## config.mk

```make
export PLATFORM = sky130hd
export DESIGN_NAME = onehot_seq_decoder_flat
export DESIGN_NICKNAME = d
export VERILOG_FILES = /design/src/rtl/onehot_seq_decoder_pkg.sv /design/src/rtl/onehot_seq_decoder_if.sv /design/src/rtl/onehot_seq_decoder_hold_cnt.sv /design/src/rtl/onehot_seq_decoder.sv /design/src/flat_wrapper.sv
export SDC_FILE = /design/constraint.sdc
export NUM_CORES = 1
export LEC_CHECK = 0
export BUFFER_PORTS_ARGS = -buffer_cell sky130_fd_sc_hd__buf_2
export CORE_ASPECT_RATIO = 0.7
export CORE_UTILIZATION = 30
export CTS_CLUSTER_DIAMETER = 40
export DETAILED_ROUTE_END_ITERATION = 16
export MAX_ROUTING_LAYER = met4
export PLACE_DENSITY_LB_ADDON = 0.25
export SYNTH_ARGS = -nofsm -noshare
export SYNTH_HDL_FRONTEND = slang
export SYNTH_SLANG_ARGS = --single-unit
```

## constraint.sdc

```tcl
create_clock -name clk -period 2.95 [get_ports clk]
set_input_delay 0.59 -clock clk [delete_from_list [all_inputs] [get_ports clk]]
set_output_delay 0.59 -clock clk [all_outputs]
set_load 0.01 [all_outputs]
```

## src/rtl/onehot_seq_decoder_pkg.sv

```systemverilog
// Shared types and width constants for the one-hot encoder/decoder family.
package onehot_pkg;

    typedef enum logic {
        IDLE  = 1'b0,
        DRIVE = 1'b1
    } state_e;

    // Bits needed to index n items (minimum 1).
    function automatic int clog2w(input int n);
        int w;
        w = 1;
        while ((1 << w) < n) w++;
        return w;
    endfunction

    localparam int DEF_OUT_W  = 8;
    localparam int DEF_IN_W   = clog2w(DEF_OUT_W);
    localparam int DEF_HOLD_W = 4;

endpackage

```

## src/rtl/onehot_seq_decoder_if.sv

```systemverilog
// Command/output bundle for onehot_seq_decoder.
// Handshake: a command transfers on a rising edge where in_valid && in_ready;
// in_code/in_hold are sampled only then, and the master may change them freely otherwise.
interface onehot_seq_decoder_if #(
    parameter int IN_W   = 3,
    parameter int OUT_W  = 8,
    parameter int HOLD_W = 4
);
    logic              in_valid;
    logic              in_ready;
    logic [IN_W-1:0]   in_code;
    logic [HOLD_W-1:0] in_hold;
    logic              err_clr;
    logic [OUT_W-1:0]  Y;
    logic              out_active;
    logic              done;
    logic              err;

    modport master (
        output in_valid, in_code, in_hold, err_clr,
        input  in_ready, Y, out_active, done, err
    );

    modport slave (
        input  in_valid, in_code, in_hold, err_clr,
        output in_ready, Y, out_active, done, err
    );
endinterface

```

## src/rtl/onehot_seq_decoder_hold_cnt.sv

```systemverilog
// Hold-length counter: load has priority over decrement; never decrements below zero.
module onehot_hold_cnt #(
    parameter int W = 4
) (
    input  logic         clk,
    input  logic         rst_n,
    input  logic         load_i,
    input  logic [W-1:0] load_val_i,
    input  logic         dec_i,
    output logic [W-1:0] cnt_o,
    output logic         zero_o
);
    logic [W-1:0] cnt_q, cnt_d;

    always_comb begin
        cnt_d = cnt_q;
        if (load_i)
            cnt_d = load_val_i;
        else if (dec_i && (cnt_q != '0))
            cnt_d = cnt_q - 1'b1;
    end

    always_ff @(posedge clk or negedge rst_n) begin
        if (!rst_n) cnt_q <= '0;
        else        cnt_q <= cnt_d;
    end

    assign cnt_o  = cnt_q;
    assign zero_o = (cnt_q == '0);
endmodule

```

## src/rtl/onehot_seq_decoder.sv

```systemverilog
// Sequential binary-to-one-hot decoder: drives line in_code for in_hold+1 cycles.
// Optional out-of-range checking with sticky err is enabled by ONEHOT_RANGE_CHK_EN.
module onehot_seq_decoder
    import onehot_pkg::*;
#(
    parameter int IN_W   = DEF_IN_W,
    parameter int OUT_W  = DEF_OUT_W,
    parameter int HOLD_W = DEF_HOLD_W
) (
    input  logic                    clk,
    input  logic                    rst_n,
    onehot_seq_decoder_if.slave     bus,
    output state_e                  dbg_state_o
);
    state_e            state_q, state_d;
    logic [OUT_W-1:0]  y_q, y_d;
    logic              active_q, active_d;
    logic              done_q, done_d;
    logic              cnt_load, cnt_dec, cnt_zero;
    logic [HOLD_W-1:0] cnt;
    logic              accept;
    logic [OUT_W-1:0]  y_dec;
    logic [(1<<IN_W)-1:0] full_dec;

    onehot_hold_cnt #(.W(HOLD_W)) u_cnt (
        .clk        (clk),
        .rst_n      (rst_n),
        .load_i     (cnt_load),
        .load_val_i (bus.in_hold),
        .dec_i      (cnt_dec),
        .cnt_o      (cnt),
        .zero_o     (cnt_zero)
    );

    // Counter is zero in IDLE too, so ready reduces to "counter exhausted".
    assign bus.in_ready = rst_n && ((state_q == IDLE) || cnt_zero);
    assign accept       = bus.in_valid && bus.in_ready;

`ifdef ONEHOT_RANGE_CHK_EN
    localparam logic [IN_W:0] OUT_W_L = (IN_W+1)'(OUT_W);
    logic oor;
    logic err_q, err_d;
    assign oor = ({1'b0, bus.in_code} >= OUT_W_L);

    always_comb begin
        full_dec = '0;
        full_dec[bus.in_code] = 1'b1;
        y_dec = oor ? '0 : full_dec[OUT_W-1:0];
    end

    // A new error wins over a simultaneous clear.
    always_comb begin
        err_d = err_q;
        if (accept && oor)    err_d = 1'b1;
        else if (bus.err_clr) err_d = 1'b0;
    end

    always_ff @(posedge clk or negedge rst_n) begin
        if (!rst_n) err_q <= 1'b0;
        else        err_q <= err_d;
    end

    assign bus.err = err_q;
`else
    logic unused_err_clr;
    assign unused_err_clr = bus.err_clr;

    always_comb begin
        full_dec = '0;
        full_dec[bus.in_code] = 1'b1;
        y_dec = full_dec[OUT_W-1:0];
    end

    assign bus.err = 1'b0;
`endif

    always_comb begin
        state_d  = state_q;
        y_d      = y_q;
        active_d = active_q;
        done_d   = 1'b0;
        cnt_load = 1'b0;
        cnt_dec  = 1'b0;
        unique case (state_q)
            IDLE: begin
                if (accept) begin
                    y_d      = y_dec;
                    cnt_load = 1'b1;
                    active_d = 1'b1;
                    state_d  = DRIVE;
                end
            end
            DRIVE: begin
                if (!cnt_zero) begin
                    cnt_dec = 1'b1;
                end else if (accept) begin
                    y_d      = y_dec;
                    cnt_load = 1'b1;
                    done_d   = 1'b1;
                end else begin
                    y_d      = '0;
                    active_d = 1'b0;
                    done_d   = 1'b1;
                    state_d  = IDLE;
                end
            end
            default: state_d = IDLE;
        endcase
    end

    always_ff @(posedge clk or negedge rst_n) begin
        if (!rst_n) begin
            state_q  <= IDLE;
            y_q      <= '0;
            active_q <= 1'b0;
            done_q   <= 1'b0;
        end else begin
            state_q  <= state_d;
            y_q      <= y_d;
            active_q <= active_d;
            done_q   <= done_d;
        end
    end

    assign bus.Y          = y_q;
    assign bus.out_active = active_q;
    assign bus.done       = done_q;
    assign dbg_state_o    = state_q;
endmodule

```

## src/flat_wrapper.sv

```systemverilog
// flat-port wrapper written by rule: the top's interface ports become plain ports
module onehot_seq_decoder_flat import onehot_pkg::*;
#(
    parameter int IN_W   = DEF_IN_W,
    parameter int OUT_W  = DEF_OUT_W,
    parameter int HOLD_W = DEF_HOLD_W
)
  (clk, rst_n, dbg_state_o, bus_in_valid, bus_in_code, bus_in_hold, bus_err_clr, bus_in_ready, bus_Y, bus_out_active, bus_done, bus_err);
  onehot_seq_decoder_if #(.IN_W(IN_W), .OUT_W(OUT_W), .HOLD_W(HOLD_W)) bus_i ();
  input  logic clk;
  input  logic rst_n;
  output state_e dbg_state_o;
  input wire logic [$bits(bus_i.in_valid)-1:0] bus_in_valid;
  input wire logic [$bits(bus_i.in_code)-1:0] bus_in_code;
  input wire logic [$bits(bus_i.in_hold)-1:0] bus_in_hold;
  input wire logic [$bits(bus_i.err_clr)-1:0] bus_err_clr;
  output wire logic [$bits(bus_i.in_ready)-1:0] bus_in_ready;
  output wire logic [$bits(bus_i.Y)-1:0] bus_Y;
  output wire logic [$bits(bus_i.out_active)-1:0] bus_out_active;
  output wire logic [$bits(bus_i.done)-1:0] bus_done;
  output wire logic [$bits(bus_i.err)-1:0] bus_err;
  assign bus_i.in_valid = bus_in_valid;
  assign bus_i.in_code = bus_in_code;
  assign bus_i.in_hold = bus_in_hold;
  assign bus_i.err_clr = bus_err_clr;
  assign bus_in_ready = bus_i.in_ready;
  assign bus_Y = bus_i.Y;
  assign bus_out_active = bus_i.out_active;
  assign bus_done = bus_i.done;
  assign bus_err = bus_i.err;
  onehot_seq_decoder #(.IN_W(IN_W), .OUT_W(OUT_W), .HOLD_W(HOLD_W)) u_core (.clk(clk), .rst_n(rst_n), .bus(bus_i), .dbg_state_o(dbg_state_o));
endmodule
```

==> results of run 1 <==
==> routing by layer <==
metal / track usage / part of all wire
met3: 0.0627 / 0.050
met5: - / 0
met4: 0.0273 / 0
met2: 0.183 / 0.44
met1: 0.202 / 0.51
==> state kept, by name, indices dropped and copies added, names as in the netlist <==
register               flops
u_core.u_cnt.cnt_o         4
u_core.dbg_state_o         1
u_core.bus.Y               8
u_core.bus.done            1
u_core.bus.out_active      1
==> cell usage in the layout, fill, tap and decap left out, drive strengths merged, types with 2 or more instances in the layout <==
cell | synthesis | layout
buf | 2 | 21
dfrtp | 15 | 15
a22o | 5 | 5
a32o | 5 | 5
inv | 4 | 4
clkbuf | 1 | 4
nand2 | 3 | 3
mux2i | 3 | 3
a21oi | 3 | 3
nor2 | 2 | 2
nor2b | 2 | 2
nand3 | 2 | 2
==> through the flow <==
stage | worst slack [ns] | area [um2] | utilization | instances | power [uW]
after floorplan | 0.958 | 738 | - | 63 | 608
final | 0.379 | 887 | 0.396 | 117 | 828
after detailed placement | 0.692 | 861 | 0.384 | 113 | 719
after CTS | 0.369 | 887 | 0.396 | 117 | 835
after global placement | 0.704 | 861 | 0.384 | 113 | 711
after global routing | 0.264 | 887 | 0.396 | 117 | 906
==> cells in the mapped netlist (all sizes together) (2+ instances only) <==
library cell  count  area share
buf               2       0.025
a32o              5       0.068
dfrtp            15        0.51
mux2i             3       0.041
nand2             3       0.015
nor2b             2       0.017
nand3             2       0.014
nor2              2       0.010
inv               4       0.020
a21oi             3       0.025
a22o              5       0.059
==> final cells by class <==
class / instances / area [um2] / area share
clock buffers: 4 / 26.3 / 0.0296
inverters: 4 / 15.0 / 0.0169
multi-input cells: 41 / 325 / 0.367
flip-flops and latches: 15 / 375 / 0.423
well taps: 32 / 40.0 / 0.0451
repair buffers: 21 / 105 / 0.118
==> where the power goes <==
part           internal, uW  total (uW)  switching (uW)
registers               291         374            82.1
logic                   170         341             171
clock network          52.5         113            60.7
total                   514         828             314
==> critical path, delay by kind of cell, from the launching register on <==
kind                     cells  cell delay [ns]
flip-flops                   1             0.40
AND/OR/NAND/NOR              3             0.85
adder cells (fa/ha/maj)      1             0.23
buffers and inverters        2             0.22
==> how the worst max path moves through the flow <==
stage,start,end,depth (start not counted)
5_1_grt,u_core.u_cnt.cnt_o[0],bus_in_ready,6
6_report,u_core.u_cnt.cnt_o[0],bus_in_ready,6
2_1_floorplan,u_core.u_cnt.cnt_o[0],bus_in_ready,6
3_3_place_gp,u_core.u_cnt.cnt_o[0],bus_in_ready,6
3_5_place_dp,u_core.u_cnt.cnt_o[0],bus_in_ready,6
4_1_cts,u_core.u_cnt.cnt_o[0],bus_in_ready,6
==> cell families (layout without fill, tap and decap cells) <==
logic type               Yosys count  after routing  share of synthesized area
AO/OA/AOI/OAI                     20             20                      0.246
AND/OR/NAND/NOR                   16             16                      0.132
flip-flops                        15             15                      0.508
buffers and inverters              7             29                     0.0508
multiplexers                       3              3                     0.0407
adder cells (fa/ha/maj)            1              1                     0.0169
other                              1              1                    0.00508
==> summary.md, run 1 <==
| Metric | Value |
|---|---|
| Effective utilization at floorplan | 0.329 |
| Top FF cell, synth | dfrtp_1 |
| Worst-case reg-to-reg path depth | 5 |
| Arrival time worst endpoint | 1.98 ns |
| Clock latency on the worst-skew pair | 0.28 ns |
| Startpoint Class | flip-flop |
| Ratio of cells with drive above 1 in the final layout | 0.318 |
| Clock tree from TritonCTS | built |
| Fin. max-slew vios | 0 |
| Relative slew margins | 0.665 |
| Fin Hold WS | 0.235 ns |
| Aggregate global routing overflow | 0 |
| Register clock-pin slew on the reported worst setup and hold paths | 0.08 ns |
| # IOs | 24 |
| Die width | 61.3 um |
| Critical Setup Path Class | flip-flop to primary output |
| Per-cell routed wire length | 13.2 um |
| HPWL after detailed placement | 1.10 mm |
| Final setup violation count | 0 |
| Post-Synthesis Cells | 63 |
| Root buffer selected by CTS | clkbuf_4 |
| Origin of the critical flop-to-flop path | u_core.u_cnt.cnt_o[0] |
| Slowest cell on the critical path | or3b_1 |
| Number of buffers between clock root and the deepest sink | 2 |
| Antenna diode count | 0 |
| EDFF count, synth | 0 |
| Power per cell area | 933 nW/um2 |
| Max stage delay on crit path | 0.53 ns |
| Sum of negative setup slack | 0 ns |
| Syn Std Cell Area | 738 um2 |
| Buffer count from post-CTS setup fixing | 0 |
| Required time at the worst-slack endpoint | 2.36 ns |
| Highest achievable clock rate | 389 MHz |
| Class of the worst hold path | input pin to asynchronous set/reset pin |
| TritonCTS buffer count | 3 |
| Yosys reg bits | 15 |
| Synthesis Warnings | 0 |
| Global placer's final weighted congestion | 0.779 |
| Number of hold-slack violations in the final timing report | 0 |
| Nets | 98 |
| First DRT Iteration DRCs | 16 |
| Overall die height | 43.5 um |
| Crit path capture type | primary output |
| Vias per std cell | 5.01 |
| Overall fraction of global-route tracks in use | 0.141 |
| Relative area change from synthesis to final layout | 20.2% |
| Antenna violations before repair | 0 |
| Antenna-violating nets left | 0 |
| Number of detailed-routing iterations run before antenna repair | 3 |
| CTS sink count | 15 |
| Max-cap violation count | 0 |
| CTS Hold Buffers Added | 0 |
| Unrepaired setup endpoints after global routing | no |
| Final critical-path required period | 2.57 ns |
| Worst slew pin tran | 0.501 ns |
| Outcome | complete, no violations |
| CORE AREA | 2240 um2 |
| Total via count in the routed design | 586 |
| RR Endpoint | u_core.bus.Y[5] |
| Filler Cells Inserted | 253 |
| Aggregate routed wire length | 1.54 mm |
| Critical Path, Cell by Cell | inv_1 -> ha_1 -> or3b_1 -> nand2_1 -> and2_1 -> buf_2 |
| Leak pwr | 0.000448 uW |
| Maximum ir drop on the vdd rail | 317 uV |
| Post-synth ARST share | 1.00 |
| Number of nets in the synthesized netlist | 75 |
| Count of standard-cell rows | 14 |
| Largest net degree at the start of global routing | 22 |
| Final cycle utilization of the critical path | 0.872 |
| Number of global-route vias before repair | 552 |
| Sequential share of the synthesized area | 0.508 |
| Total number of H-tree levels | 1 |
| Worst-path fanout max | 8 |
| Wire length of the first global-routing pass | 2.59 mm |
| Clock Skews | 0.000580 ns |
| DIE AREA | 2670 um2 |
| Count of cell types in the netlist | 30 |
| Count of buffers inserted at the top-level ports | 21 |
| Count of instances resized after the clock tree is built | 0 |
| Number of design rule violations left after detail routing | 0 |
| Mean Syn Cell Area | 11.7 um2 |
| Worst reg-to-reg setup slack | 1.08 ns |
(Power assumes the default switching activity.)
==> run 2: changes to the inputs <==
--- a/config.mk
+++ b/config.mk
@@ -8,6 +8,7 @@
 export BUFFER_PORTS_ARGS = -buffer_cell sky130_fd_sc_hd__buf_2
 export CORE_ASPECT_RATIO = 0.7
 export CORE_UTILIZATION = 30
+export CTS_BUF_LIST = sky130_fd_sc_hd__clkbuf_2
 export CTS_CLUSTER_DIAMETER = 40
 export DETAILED_ROUTE_END_ITERATION = 16
 export MAX_ROUTING_LAYER = met4
==> run 2 against run 1 <==
Utilization is 0.28 points lower. Register-to-register slack worse by 0.02 ns. Global-route usage is 0.065 points higher. Routed wire length is 2.1% lower. Non-clock buffer count stayed put. Sequential power hardly changed. Sequential cell count stayed put. Final area is 0.71% lower.
==> summary.md, run 2 (same netlist as run 1, synthesis figures left out) <==
| Metric | Value |
|---|---|
| Overall die height | 43.5 um |
| Post-layout total power | 811 uW |
| Relative contribution of the clock network to total power | 0.125 |
| Core occupancy in the finished layout | 0.393 |
| Final critical-path required period | 2.60 ns |
| Cell Area, Placed | 861 um2 |
| Global placer's final weighted congestion | 0.779 |
| Ratio of cells with drive above 1 in the final layout | 0.329 |
| Clock latency on the worst-skew pair | 0.29 ns |
| HPWL after detailed placement | 1.10 mm |
| Required time at the worst-slack endpoint | 2.36 ns |
| Commonest cells after routing, fill and taps aside | buf_2 (21), dfrtp_1 (15), a22o_1 (5), a32o_1 (5) |
| Antenna violations before repair | 0 |
| Register clock-pin slew on the reported worst setup and hold paths | 0.14 ns |
| Outcome | complete, no violations |
| Highest achievable clock rate | 385 MHz |
| First DRT Iteration DRCs | 14 |
| RR Endpoint | u_core.bus.Y[5] |
| Worst-path fanout max | 8 |
| Fin. max-slew vios | 0 |
| Maximum ir drop on the vdd rail | 319 uV |
| Worst slew pin tran | 0.498 ns |
| Number of hold-slack violations in the final timing report | 0 |
| Per-cell routed wire length | 12.9 um |
| Max stage delay on crit path | 0.54 ns |
| Filler Cells Inserted | 252 |
| Vias per std cell | 4.93 |
| Crit path capture type | primary output |
| Origin of the critical flop-to-flop path | u_core.u_cnt.cnt_o[0] |
| Final setup violation count | 0 |
| Antenna diode count | 0 |
| Aggregate routed wire length | 1.51 mm |
| Overall fraction of global-route tracks in use | 0.142 |
| Sum of negative setup slack | 0 ns |
| Part of the total power dissipated in sequential elements | 0.457 |
| Placed cell count | 113 |
| Internal Power | 496 uW |
| Number of global-route vias before repair | 541 |
| Arrival time worst endpoint | 2.01 ns |
| Sw power | 315 uW |
| Nets | 98 |
| CORE AREA | 2240 um2 |
| Max-cap violation count | 0 |
| Aggregate global routing overflow | 0 |
| # IOs | 24 |
| Critical Path, Cell by Cell | inv_1 -> ha_1 -> or3b_1 -> nand2_1 -> and2_1 -> buf_2 |
| Class of the worst hold path | input pin to asynchronous set/reset pin |
| Destination of the critical timing path | bus_in_ready |
| CTS sink count | 15 |
| Slowest cell on the critical path | or3b_1 |
| Final cycle utilization of the critical path | 0.880 |
| DIE AREA | 2670 um2 |
| Count of instances resized after the clock tree is built | 0 |
| Relative area change from synthesis to final layout | 19.3% |
| Number of design rule violations left after detail routing | 0 |
| Die width | 61.3 um |
| CTS Hold Buffers Added | 0 |
| Sw Ratio | 0.388 |
| Clock tree from TritonCTS | built |
| Antenna-violating nets left | 0 |
| Number of detailed-routing iterations run before antenna repair | 4 |
| Root buffer selected by CTS | clkbuf_2 |
| Leak pwr | 0.000449 uW |
| Number of buffers between clock root and the deepest sink | 2 |
| Max reg flops | 8 |
| Most frequent standard cell in the layout excluding fill and tap cells | buf_2 |
| Unrepaired setup endpoints after global routing | no |
| Power per cell area | 921 nW/um2 |
| Combinational fraction of design power | 0.418 |
| Critical Setup Path Class | flip-flop to primary output |
| Startpoint Class | flip-flop |
| Count of buffers inserted at the top-level ports | 21 |
| Relative slew margins | 0.667 |
| Worst reg-to-reg setup slack | 1.06 ns |
| Wire length of the first global-routing pass | 2.59 mm |
| Critical path origin | u_core.u_cnt.cnt_o[0] |
| Final Instance Count excl. Fillers | 117 |
| TritonCTS buffer count | 3 |
| Total number of H-tree levels | 1 |
| Area of all placed cells without fillers | 881 um2 |
| Largest net degree at the start of global routing | 22 |
| Worst-case reg-to-reg path depth | 5 |
| Effective utilization at floorplan | 0.329 |
| Total via count in the routed design | 577 |
| Buffer count from post-CTS setup fixing | 0 |
| Clock Skews | 0.0104 ns |
| Count of standard-cell rows | 14 |
-- run 2: changes by cell type in the layout (fill, tap and decap cells not counted) --
cell | before | now
clkbuf_1 | 1 | 0
clkbuf_4 | 3 | 0
clkbuf_2 | 0 | 4
-- run 2: metal layers --
| metal | GRT usage | up-vias | share of wire |
|---|---|---|---|
| met5 | - | - | 0 |
| met4 | 0.0409 | 0 | 0.0053 |
| met3 | 0.0627 | 2 | 0.054 |
| met2 | 0.172 | 16 | 0.42 |
| met1 | 0.208 | 269 | 0.52 |
| li1 | - | 290 | - |
-- run 2: layout make-up --
class,count,area [um2],share of cell area
multi-input combinational,41,325,0.369
timing repair buffer,21,105,0.119
sequential,15,375,0.426
clock buffer,4,20.0,0.0227
inverter,4,15.0,0.0170
tap,32,40.0,0.0455
-- run 2: stage by stage --
step / setup slack, ns / hold slack, ns
after floorplan: 0.958 / 0.294
after global placement: 0.704 / 0.473
after detailed placement: 0.692 / 0.476
after CTS: 0.332 / 0.209
after global routing: 0.208 / 0.198
final: 0.354 / 0.204
-- run 2: critical path, delay by kind of cell, from the launching register on --
kind | cells | cell delay [ns]
flip-flops | 1 | 0.41
adder cells (fa/ha/maj) | 1 | 0.23
buffers and inverters | 2 | 0.22
AND/OR/NAND/NOR | 3 | 0.87
-- run 2: how the worst min path moves through the flow --
| stage | to | slack, ns |
|---|---|---|
| floorplan | u_core.bus.Y[0] | 0.29 |
| global placement | u_core.bus.Y[5] | 0.47 |
| detailed placement | u_core.bus.Y[5] | 0.48 |
| CTS | u_core.u_cnt.cnt_o[1] | 0.21 |
| global route | u_core.u_cnt.cnt_o[0] | 0.20 |
| finish | u_core.bus.Y[3] | 0.20 |
-- run 2: power by group through the flow --
stage	logic, uW	clock network [uW]	registers, uW
5_1_grt	385	118	387
2_1_floorplan	228	0	381
3_3_place_gp	338	0	373
3_5_place_dp	343	0	376
4_1_cts	344	104	371
6_report	340	101	371
==> run 3: changes to the inputs <==
==> constraint.sdc (replaced) <==
create_clock -name clk -period 2.95 [get_ports clk]
set_input_delay 0.885 -clock clk [delete_from_list [all_inputs] [get_ports clk]]
set_output_delay 0.885 -clock clk [all_outputs]
set_load 0.01 [all_outputs]
==> run 3 against run 2 <==
First-iteration DRC count grew 14%. Via count grew 5.4%. Global-route usage shrank 0.12 points. Sequential share of layout area shrank 0.71 points. Final area grew 1.7%. Worst hold slack gained 0.31 ns. Routed wire length grew 4.9%. Critical path type unchanged. Critical endpoint unchanged. Highest routed layer unchanged.
==> summary.md, run 3 (same netlist as run 1, synthesis figures left out) <==
| Metric | Value |
|---|---|
| Outcome | complete, no violations |
| Area used by multi-input combinational logic | 325 um2 |
| Leak pwr | 0.000458 uW |
| Startpoint Class | flip-flop |
| Per-cell routed wire length | 13.3 um |
| Count of cells along the worst hold path | 1 |
| Hold Startpoint | u_core.bus.Y[3] |
| Power per cell area | 918 nW/um2 |
| Busiest metal layer after global routing | met2 |
| Aggregate global routing overflow | 0 |
| Root buffer selected by CTS | clkbuf_2 |
| Clock tree from TritonCTS | built |
| Worst Hold Endpoint | u_core.bus.Y[3] |
| Number of design rule violations left after detail routing | 0 |
| RR Endpoint | u_core.bus.Y[5] |
| Die width | 61.3 um |
| Aggregate routed wire length | 1.59 mm |
| Antenna diode count | 0 |
| Worst setup slack after layout | 0.252 ns |
| Fin Hold WS | 0.509 ns |
| Vias per std cell | 5.11 |
| Number of global-route vias before repair | 562 |
| Relative slew margins | 0.660 |
| Count of buffers inserted at the top-level ports | 21 |
| Unrepaired setup endpoints after global routing | no |
| Count of instances resized after the clock tree is built | 0 |
| Max-cap violation count | 0 |
| Effective utilization at floorplan | 0.329 |
| Worst slew pin tran | 0.510 ns |
| Relative area change from synthesis to final layout | 21.4% |
| Sum of negative setup slack | 0 ns |
| Overall die height | 43.5 um |
| Required time at the worst-slack endpoint | 2.07 ns |
| Crit path capture type | primary output |
| CTS sink count | 15 |
| Ratio of cells with drive above 1 in the final layout | 0.345 |
| Filler Cells Inserted | 248 |
| # IOs | 24 |
| Worst-case reg-to-reg path depth | 6 |
| Met3 global-route usage | 0.0657 |
| Number of detailed-routing iterations run before antenna repair | 4 |
| DIE AREA | 2670 um2 |
| Antenna violations before repair | 0 |
| Max reg flops | 8 |
| CORE AREA | 2240 um2 |
| Arrival time worst endpoint | 1.81 ns |
| Wire length of the first global-routing pass | 2.51 mm |
| Total number of H-tree levels | 1 |
| Overall fraction of global-route tracks in use | 0.141 |
| Pre-CTS WS | 0.602 ns |
| Worst reg-to-reg setup slack | 1.05 ns |
| First DRT Iteration DRCs | 16 |
| Met1 track demand over resource in global routing | 0.178 |
| Commonest cells after routing, fill and taps aside | buf_2 (21), dfrtp_1 (15), a22o_1 (5), a32o_1 (5) |
| Global placer's final weighted congestion | 0.803 |
| Met2 usage in global routing | 0.187 |
| Count of standard-cell rows | 14 |
| Final critical-path required period | 2.70 ns |
| Clock latency on the worst-skew pair | 0.29 ns |
| Most frequent standard cell in the layout excluding fill and tap cells | buf_2 |
| Number of hold-slack violations in the final timing report | 0 |
| Largest net degree at the start of global routing | 21 |
| Number of buffers between clock root and the deepest sink | 2 |
| Antenna-violating nets left | 0 |
| CTS Hold Buffers Added | 0 |
| TritonCTS buffer count | 3 |
| HPWL after detailed placement | 1.17 mm |
| Total via count in the routed design | 608 |
| Fin. max-slew vios | 0 |
| Clock Skews | 0.0122 ns |
| Flip-flop and latch area | 375 um2 |
| Origin of the critical flop-to-flop path | u_core.u_cnt.cnt_o[0] |
| Maximum ir drop on the vdd rail | 377 uV |
| Critical Setup Path Class | flip-flop to primary output |
| Core occupancy in the finished layout | 0.400 |
| Final setup violation count | 0 |
| Nets | 100 |
| Post-layout total power | 822 uW |
| Register clock-pin slew on the reported worst setup and hold paths | 0.15 ns |
| Buffer count from post-CTS setup fixing | 0 |
| Final cycle utilization of the critical path | 0.915 |
| Highest achievable clock rate | 371 MHz |
| Class of the worst hold path | flip-flop to flip-flop |
| Worst-path fanout max | 4 |
-- run 3: worst max path at each step --
stage,startpoint,endpoint,slack [ns],cells past startpoint
floorplan,u_core.u_cnt.cnt_o[0],bus_in_ready,0.66,6
global placement,u_core.u_cnt.cnt_o[0],bus_in_ready,0.61,6
detailed placement,u_core.u_cnt.cnt_o[0],bus_in_ready,0.60,6
CTS,u_core.u_cnt.cnt_o[0],bus_in_ready,0.24,6
global route,u_core.u_cnt.cnt_o[0],bus_in_ready,0.14,6
finish,u_core.u_cnt.cnt_o[0],bus_in_ready,0.25,6
-- run 3: area by class of cell --
type / instances / area share
Clock buffer: 4 / 0.0223
Timing Repair Buffer: 23 / 0.134
Tap cell: 32 / 0.0447
Inverter: 4 / 0.0168
Sequential cell: 15 / 0.419
Multi-Input combinational cell: 41 / 0.363
-- run 3: metal layers --
layer	vias to the layer above	wire [um]
met2	17	711
met5	-	0
met1	302	761
met4	0	25
met3	2	86
li1	287	-
-- run 3: where the power goes --
| group | total (uW) | internal [uW] | switching [uW] |
|---|---|---|---|
| Sequential | 373 | 291 | 82.7 |
| Clock | 101 | 35.9 | 65.0 |
| Combinational | 348 | 176 | 171 |
| Total | 822 | 503 | 319 |
-- run 3: stage by stage --
step / instance area, um2 / instances
final: 896 / 119
after global placement: 876 / 115
after detailed placement: 876 / 115
after global routing: 896 / 119
after floorplan: 738 / 63
after CTS: 896 / 119
-- run 3: critical path, cell delays in order, from the launching register on --
cell and delay, ns:
dfrtp_1 0.42, inv_1 0.10, ha_1 0.23, or3b_1 0.39, nand2_1 0.13, and2_1 0.14
buf_2 0.12
